<file path="src/rtl/ram_sync_arbiter.sv">
// ram_sync_arbiter
//   Two-requester front end for one synchronous RAM (ram_sync). The write port
//   and the read port are arbitrated independently, so one write and one read
//   can issue in the same cycle. A small tag pipeline follows each read through
//   the RAM latency (1 cycle, or 2 with OUTPUT_REG=1) and steers the returning
//   data to the port that issued it.
//
//   Arbitration is round-robin per slot by default. Define
//   RAM_SYNC_ARB_FIXED_PRIO_EN to give port 0 absolute priority on both slots.
//   In that mode no last-winner state exists and port 1 can starve.
//
// Ports (N in {0,1}):
//   clk, rst               clock, synchronous active-high reset
//   reqN_valid/we/addr/wdata/wstrb
//                          request from client N (we=1 write, 0 read)
//   reqN_ready             request accepted this cycle (combinational)
//   rspN_valid/rdata       read response for client N, no backpressure
//   ram_w{valid,addr,data,strb}
//                          RAM write port
//   ram_r{valid,addr}      RAM read port
//   ram_rdata              RAM read data
//   ram_oreg_cen           RAM output-register clock enable
module ram_sync_arbiter #(
  parameter int DATA_WIDTH = 32,
  parameter int ADDR_WIDTH = 8,
  parameter int OUTPUT_REG = 0
) (
  input  logic                    clk,
  input  logic                    rst,
  input  logic                    req0_valid,
  output logic                    req0_ready,
  input  logic                    req0_we,
  input  logic [ADDR_WIDTH-1:0]   req0_addr,
  input  logic [DATA_WIDTH-1:0]   req0_wdata,
  input  logic [DATA_WIDTH/8-1:0] req0_wstrb,
  input  logic                    req1_valid,
  output logic                    req1_ready,
  input  logic                    req1_we,
  input  logic [ADDR_WIDTH-1:0]   req1_addr,
  input  logic [DATA_WIDTH-1:0]   req1_wdata,
  input  logic [DATA_WIDTH/8-1:0] req1_wstrb,
  output logic                    rsp0_valid,
  output logic [DATA_WIDTH-1:0]   rsp0_rdata,
  output logic                    rsp1_valid,
  output logic [DATA_WIDTH-1:0]   rsp1_rdata,
  output logic [DATA_WIDTH-1:0]   ram_wdata,
  output logic [ADDR_WIDTH-1:0]   ram_waddr,
  output logic                    ram_wvalid,
  output logic [DATA_WIDTH/8-1:0] ram_wstrb,
  output logic [ADDR_WIDTH-1:0]   ram_raddr,
  output logic                    ram_rvalid,
  input  logic [DATA_WIDTH-1:0]   ram_rdata,
  output logic                    ram_oreg_cen
);

  logic wr_c0, wr_c1, rd_c0, rd_c1;
  logic wr_any, rd_any;
  logic wr_sel, rd_sel;   // 0 = port 0, 1 = port 1
  logic rd_hit;
  logic wr_gnt, rd_gnt;

`ifndef RAM_SYNC_ARB_FIXED_PRIO_EN
  logic wr_last, rd_last;
`endif

  always_comb begin
    wr_c0  = req0_valid & req0_we;
    wr_c1  = req1_valid & req1_we;
    rd_c0  = req0_valid & ~req0_we;
    rd_c1  = req1_valid & ~req1_we;
    wr_any = ~rst & (wr_c0 | wr_c1);
    rd_any = ~rst & (rd_c0 | rd_c1);
`ifdef RAM_SYNC_ARB_FIXED_PRIO_EN
    wr_sel = ~wr_c0;
    rd_sel = ~rd_c0;
`else
    // Port 1 wins when alone, or on a tie when port 0 won last time.
    wr_sel = wr_c1 & (~wr_c0 | ~wr_last);
    rd_sel = rd_c1 & (~rd_c0 | ~rd_last);
`endif
    ram_waddr = wr_sel ? req1_addr  : req0_addr;
    ram_wdata = wr_sel ? req1_wdata : req0_wdata;
    ram_wstrb = wr_sel ? req1_wstrb : req0_wstrb;
    ram_raddr = rd_sel ? req1_addr  : req0_addr;
    // A read of the word being written this cycle would see stale data, so it
    // waits one cycle and picks up the new contents.
    rd_hit     = wr_any & rd_any & (ram_raddr == ram_waddr);
    wr_gnt     = wr_any;
    rd_gnt     = rd_any & ~rd_hit;
    ram_wvalid = wr_gnt;
    ram_rvalid = rd_gnt;
    req0_ready = (wr_gnt & ~wr_sel) | (rd_gnt & ~rd_sel);
    req1_ready = (wr_gnt &  wr_sel) | (rd_gnt &  rd_sel);
  end

`ifndef RAM_SYNC_ARB_FIXED_PRIO_EN
  always_ff @(posedge clk) begin
    if (rst) begin
      wr_last <= 1'b1;
      rd_last <= 1'b1;
    end else begin
      if (wr_gnt) wr_last <= wr_sel;
      if (rd_gnt) rd_last <= rd_sel;
    end
  end
`endif

  // ---- stage p0: tag of the read issued last cycle ----
  logic tag_vld_p0, tag_port_p0;
  logic last_vld, last_port, oreg_cen_int;

  always_ff @(posedge clk) begin
    if (rst) tag_vld_p0 <= 1'b0;
    else     tag_vld_p0 <= rd_gnt;
  end

  always_ff @(posedge clk) begin
    tag_port_p0 <= rd_sel;
  end

  generate
    if (OUTPUT_REG != 0) begin : g_oreg
      // ---- stage p1: tag aligned with the RAM output register ----
      logic tag_vld_p1, tag_port_p1;

      always_ff @(posedge clk) begin
        if (rst) tag_vld_p1 <= 1'b0;
        else     tag_vld_p1 <= tag_vld_p0;
      end

      always_ff @(posedge clk) begin
        tag_port_p1 <= tag_port_p0;
      end

      assign last_vld     = tag_vld_p1;
      assign last_port    = tag_port_p1;
      assign oreg_cen_int = tag_vld_p0;
    end else begin : g_noreg
      assign last_vld     = tag_vld_p0;
      assign last_port    = tag_port_p0;
      assign oreg_cen_int = 1'b0;
    end
  endgenerate

  // Gating with rst drops a response that would otherwise land in a reset cycle.
  always_comb begin
    ram_oreg_cen = oreg_cen_int & ~rst;
    rsp0_valid   = last_vld & ~last_port & ~rst;
    rsp1_valid   = last_vld &  last_port & ~rst;
    rsp0_rdata   = ram_rdata;
    rsp1_rdata   = ram_rdata;
  end

endmodule
</file>
<file path="config.mk">
export PLATFORM = sky130hd
export DESIGN_NAME = ram_sync_arbiter
export DESIGN_NICKNAME = d
export VERILOG_FILES = /design/src/rtl/ram_sync_arbiter.sv
export SDC_FILE = /design/constraint.sdc
export NUM_CORES = 1
export LEC_CHECK = 0
export CAP_MARGIN = 5
export CELL_PAD_IN_SITES_DETAIL_PLACEMENT = 1
export CELL_PAD_IN_SITES_GLOBAL_PLACEMENT = 2
export CORE_ASPECT_RATIO = 1.25
export CORE_MARGIN = 4
export CORE_UTILIZATION = 10
export DETAILED_ROUTE_END_ITERATION = 10
export PLACE_DENSITY = 0.95
export SYNTH_ARGS = -nofsm -noshare
export SYNTH_HDL_FRONTEND = slang
export SYNTH_SLANG_ARGS = --single-unit
</file>
<file path="constraint.sdc">
create_clock -name clk -period 2.4 [get_ports clk]
set_input_delay 0.36 -clock clk [delete_from_list [all_inputs] [get_ports clk]]
set_output_delay 0.36 -clock clk [all_outputs]
set_load 0.01 [all_outputs]
</file>
==> results.yml <==
synthesis:
  postSynthCellCount: 199
  synth_cell_types: 37
  yosys-top-cells-area: "buf_4 31%, mux2_2 29%, nand2_1 6.9%"
  synth_top_family_by_area: "buffers and inverters"
  synth_seq_cells: 4
  synth_ff_type: "dfxtp_1"
  syn_area_sq_mm: 0.00157
  synth-edff-count: 0
  yosys.area_share.simple: 0.153
  synth.mux.area_fraction: 0.295
  synth-xor-area-share: 0.0280
  synth.yosys.seq_area_share: 0.0511
  yosys_warnings: 0
  synth_area_per_cell_sq_um: 7.87
  synth_fp_nets: 325
  synth-async-reset-ratio: 0
  synth_top_area_frac: 0.312
  synth_compound_area_frac: 0.123
  yosysTopAreaCell: "buf_4"
  synth-adder-area-share: 0
finish:
  layout.cells.non_filler: 530
  final_util: 0.220
  area_delta_synth_final_pct: 113
  diodes: 0
  nets: 450
  drive_gt1_frac: 0.388
sta:
  slew_violations: 0
  fin_crit_ns: 2.32
  hold_viol: 0
  skew_ns: 0.000881
  fin_crit_sh: 0.967
  setup_tns_ns: 0
  finalSetupViolations: 0
  fmax_mhz: 431
  rsz0062_at_grt: "yes"
grt:
  grt_max_degree: 12
  grt_pass1_vias: 2308
  grt_pass1_wl_um: 13500
  grt_antenna_before_repair: 0
  grt-ovfl-total: 0
  grt_usage: 0.0992
clock_tree:
  clock_path_buffers: 2
  hold_buffers: 0
  clock-sinks: 4
  cts_root_buf: "clkbuf_16"
  cts_buffers: 3
  ctsHtreeMaxLevel: 1
  clock_latency_ns: 0.22
  cts_tree: "done"
  path_clk_slew_ns: 0.03
floorplanning:
  start_util: 0.103
  die_w_um: 120
  core_area_sq_mm: 0.0152
  chipHeight_um: 148
  ios: 249
  dieArea_sq_mm: 0.0177
  rows: 50
placement:
  dp_hpwl_um: 8020
  post-place-cells: 517
  gp_congestion: 0.742
  io_buffers: 151
critical_path:
  start_kind: "input pin"
  required_ns: 2.04
  cp-end-kind: "output pin"
  worstSetupPathType: "in -> out"
  path_max_fanout: 10
  crit_arrival_ns: 1.96
routing:
  drtIter0Drc: 45
  via_per_inst: 3.50
  drc_errors: 0
  wl_um: 9250
  wl_met1_um: 2990
  route.vias.total: 1856
  top_layer: "met4"
  routedWlPerCell_um: 17.4
  wl_met2_um: 5150
  detailroute.wirelength.met3_um: 1070
  drt_first_pass_iters: 4
  drtAntennaViolNets: 0
power:
  clkPwrFrac: 0.274
  finalPower_uw: 931
  p_per_area_mw_per_mm2: 279
  power.share.combinational: 0.645
  internal_power_uw: 644
  leakage_nw: 1.47
  irDropWorstVdd_uv: 170
  p_sw_uw: 286
  power_frac_seq: 0.081
  sw_frac_of_total: 0.308
status:
  status: "completed"
run:
  drv_cap: 0
worst_hold_path:
  min_path_type: "reg -> reg"
==> layer usage <==
layer  GRT usage  up-vias
li1            -      859
met1      0.0911      840
met2       0.205      147
met3      0.0455       10
met4     0.00516        0
met5           0        -
==> path summary, 6_finish.rpt <==
kind,startpoint,to,slack (ns),cells after the start
max,req1_we,ram_wdata[18],0.08,7
max reg2reg,rd_last$_SDFFE_PP1N_,rd_last$_SDFFE_PP1N_,0.55,9
min,wr_last$_SDFFE_PP1P_,wr_last$_SDFFE_PP1P_,0.51,2
min reg2reg,wr_last$_SDFFE_PP1P_,wr_last$_SDFFE_PP1P_,0.51,2
==> power groups by stage <==
stage | Sequential, mW | Clock (mW) | Combinational, mW
2_1_floorplan | 0.0753 | 0 | 0.306
3_3_place_gp | 0.0759 | 0 | 0.597
3_5_place_dp | 0.0762 | 0 | 0.608
4_1_cts | 0.0755 | 0.259 | 0.606
5_1_grt | 0.0764 | 0.265 | 0.647
6_report | 0.0758 | 0.255 | 0.600
==> cell usage in the layout (no fill, tap or decap), drive strengths merged, types with 2 or more instances in the layout <==
| master | count |
|---|---|
| a2111oi | 3 |
| a211oi | 3 |
| a21oi | 3 |
| a22oi | 2 |
| and2 | 2 |
| buf | 45 |
| clkbuf | 8 |
| clkdlybuf4s50 | 80 |
| dfxtp | 4 |
| dlygate4sd2 | 48 |
| dlymetal6s2s | 12 |
| inv | 3 |
| mux2 | 41 |
| nand2 | 29 |
| nand2b | 2 |
| nand3 | 2 |
| nor2b | 5 |
| nor3b | 2 |
| o21ai | 8 |
| xor2 | 5 |
==> critical path, cell delays in order <==
cell and delay [ns]:
dlygate4sd2_1 0.26, and2_4 0.18, buf_4 0.16, nand2_8 0.10, bufbuf_16 0.28, mux2_2 0.32, dlygate4sd2_1 0.29
==> flip-flops by register name, indices dropped and copies added, names as in the netlist <==
register   cells
rd_last        1
last_port      1
wr_last        1
last_vld       1
==> cell families (layout without fill, tap and decap cells) <==
family	Yosys count	after routing
AO/OA/AOI/OAI	24	24
buffers and inverters	75	198
AND/OR/NAND/NOR	49	49
flip-flops	4	4
other	1	1
XOR/XNOR	5	5
multiplexers	41	41
==> timing repair <==
action | 4_1_cts | 5_1_grt
gates cloned | 1 | 0
pin swaps | 10 | 7
resized for setup | 108 | 38
setup buffers | 6 | 3
setup endpoints to repair | 55 | 13
==> final cells by class <==
type                    count  area [sq um]
repair buffers            191          1810
inverters                   4          28.8
multi-input cells         120          1090
clock buffers               3          75.1
well taps                 208           260
flip-flops and latches      4          80.1
fillers                  1791         11900
==> metrics by stage <==
step	cell area [sq um]	hold WS [ns]	setup slack, ns
finish	3340	0.509	0.0791
global route	3340	0.540	-0.0245
CTS	3260	0.513	-0.0122
detailed placement	3060	0.500	-0.630
global placement	3060	0.480	-0.609
floorplan	1570	0.449	0.489
==> synth_stat cells (2+ instances only) <==
library cell / number
xor2_1: 5
buf_4: 65
nand2b_1: 2
nor3b_1: 2
o21ai_0: 6
a21oi_1: 3
clkbuf_1: 2
a211oi_2: 2
nand2_1: 29
inv_1: 3
nor2b_1: 5
o21ai_1: 2
mux2_2: 41
a22oi_1: 2
and2_1: 2
buf_2: 4
dfxtp_1: 4
Note: power is estimated with default switching activity, not from simulation.
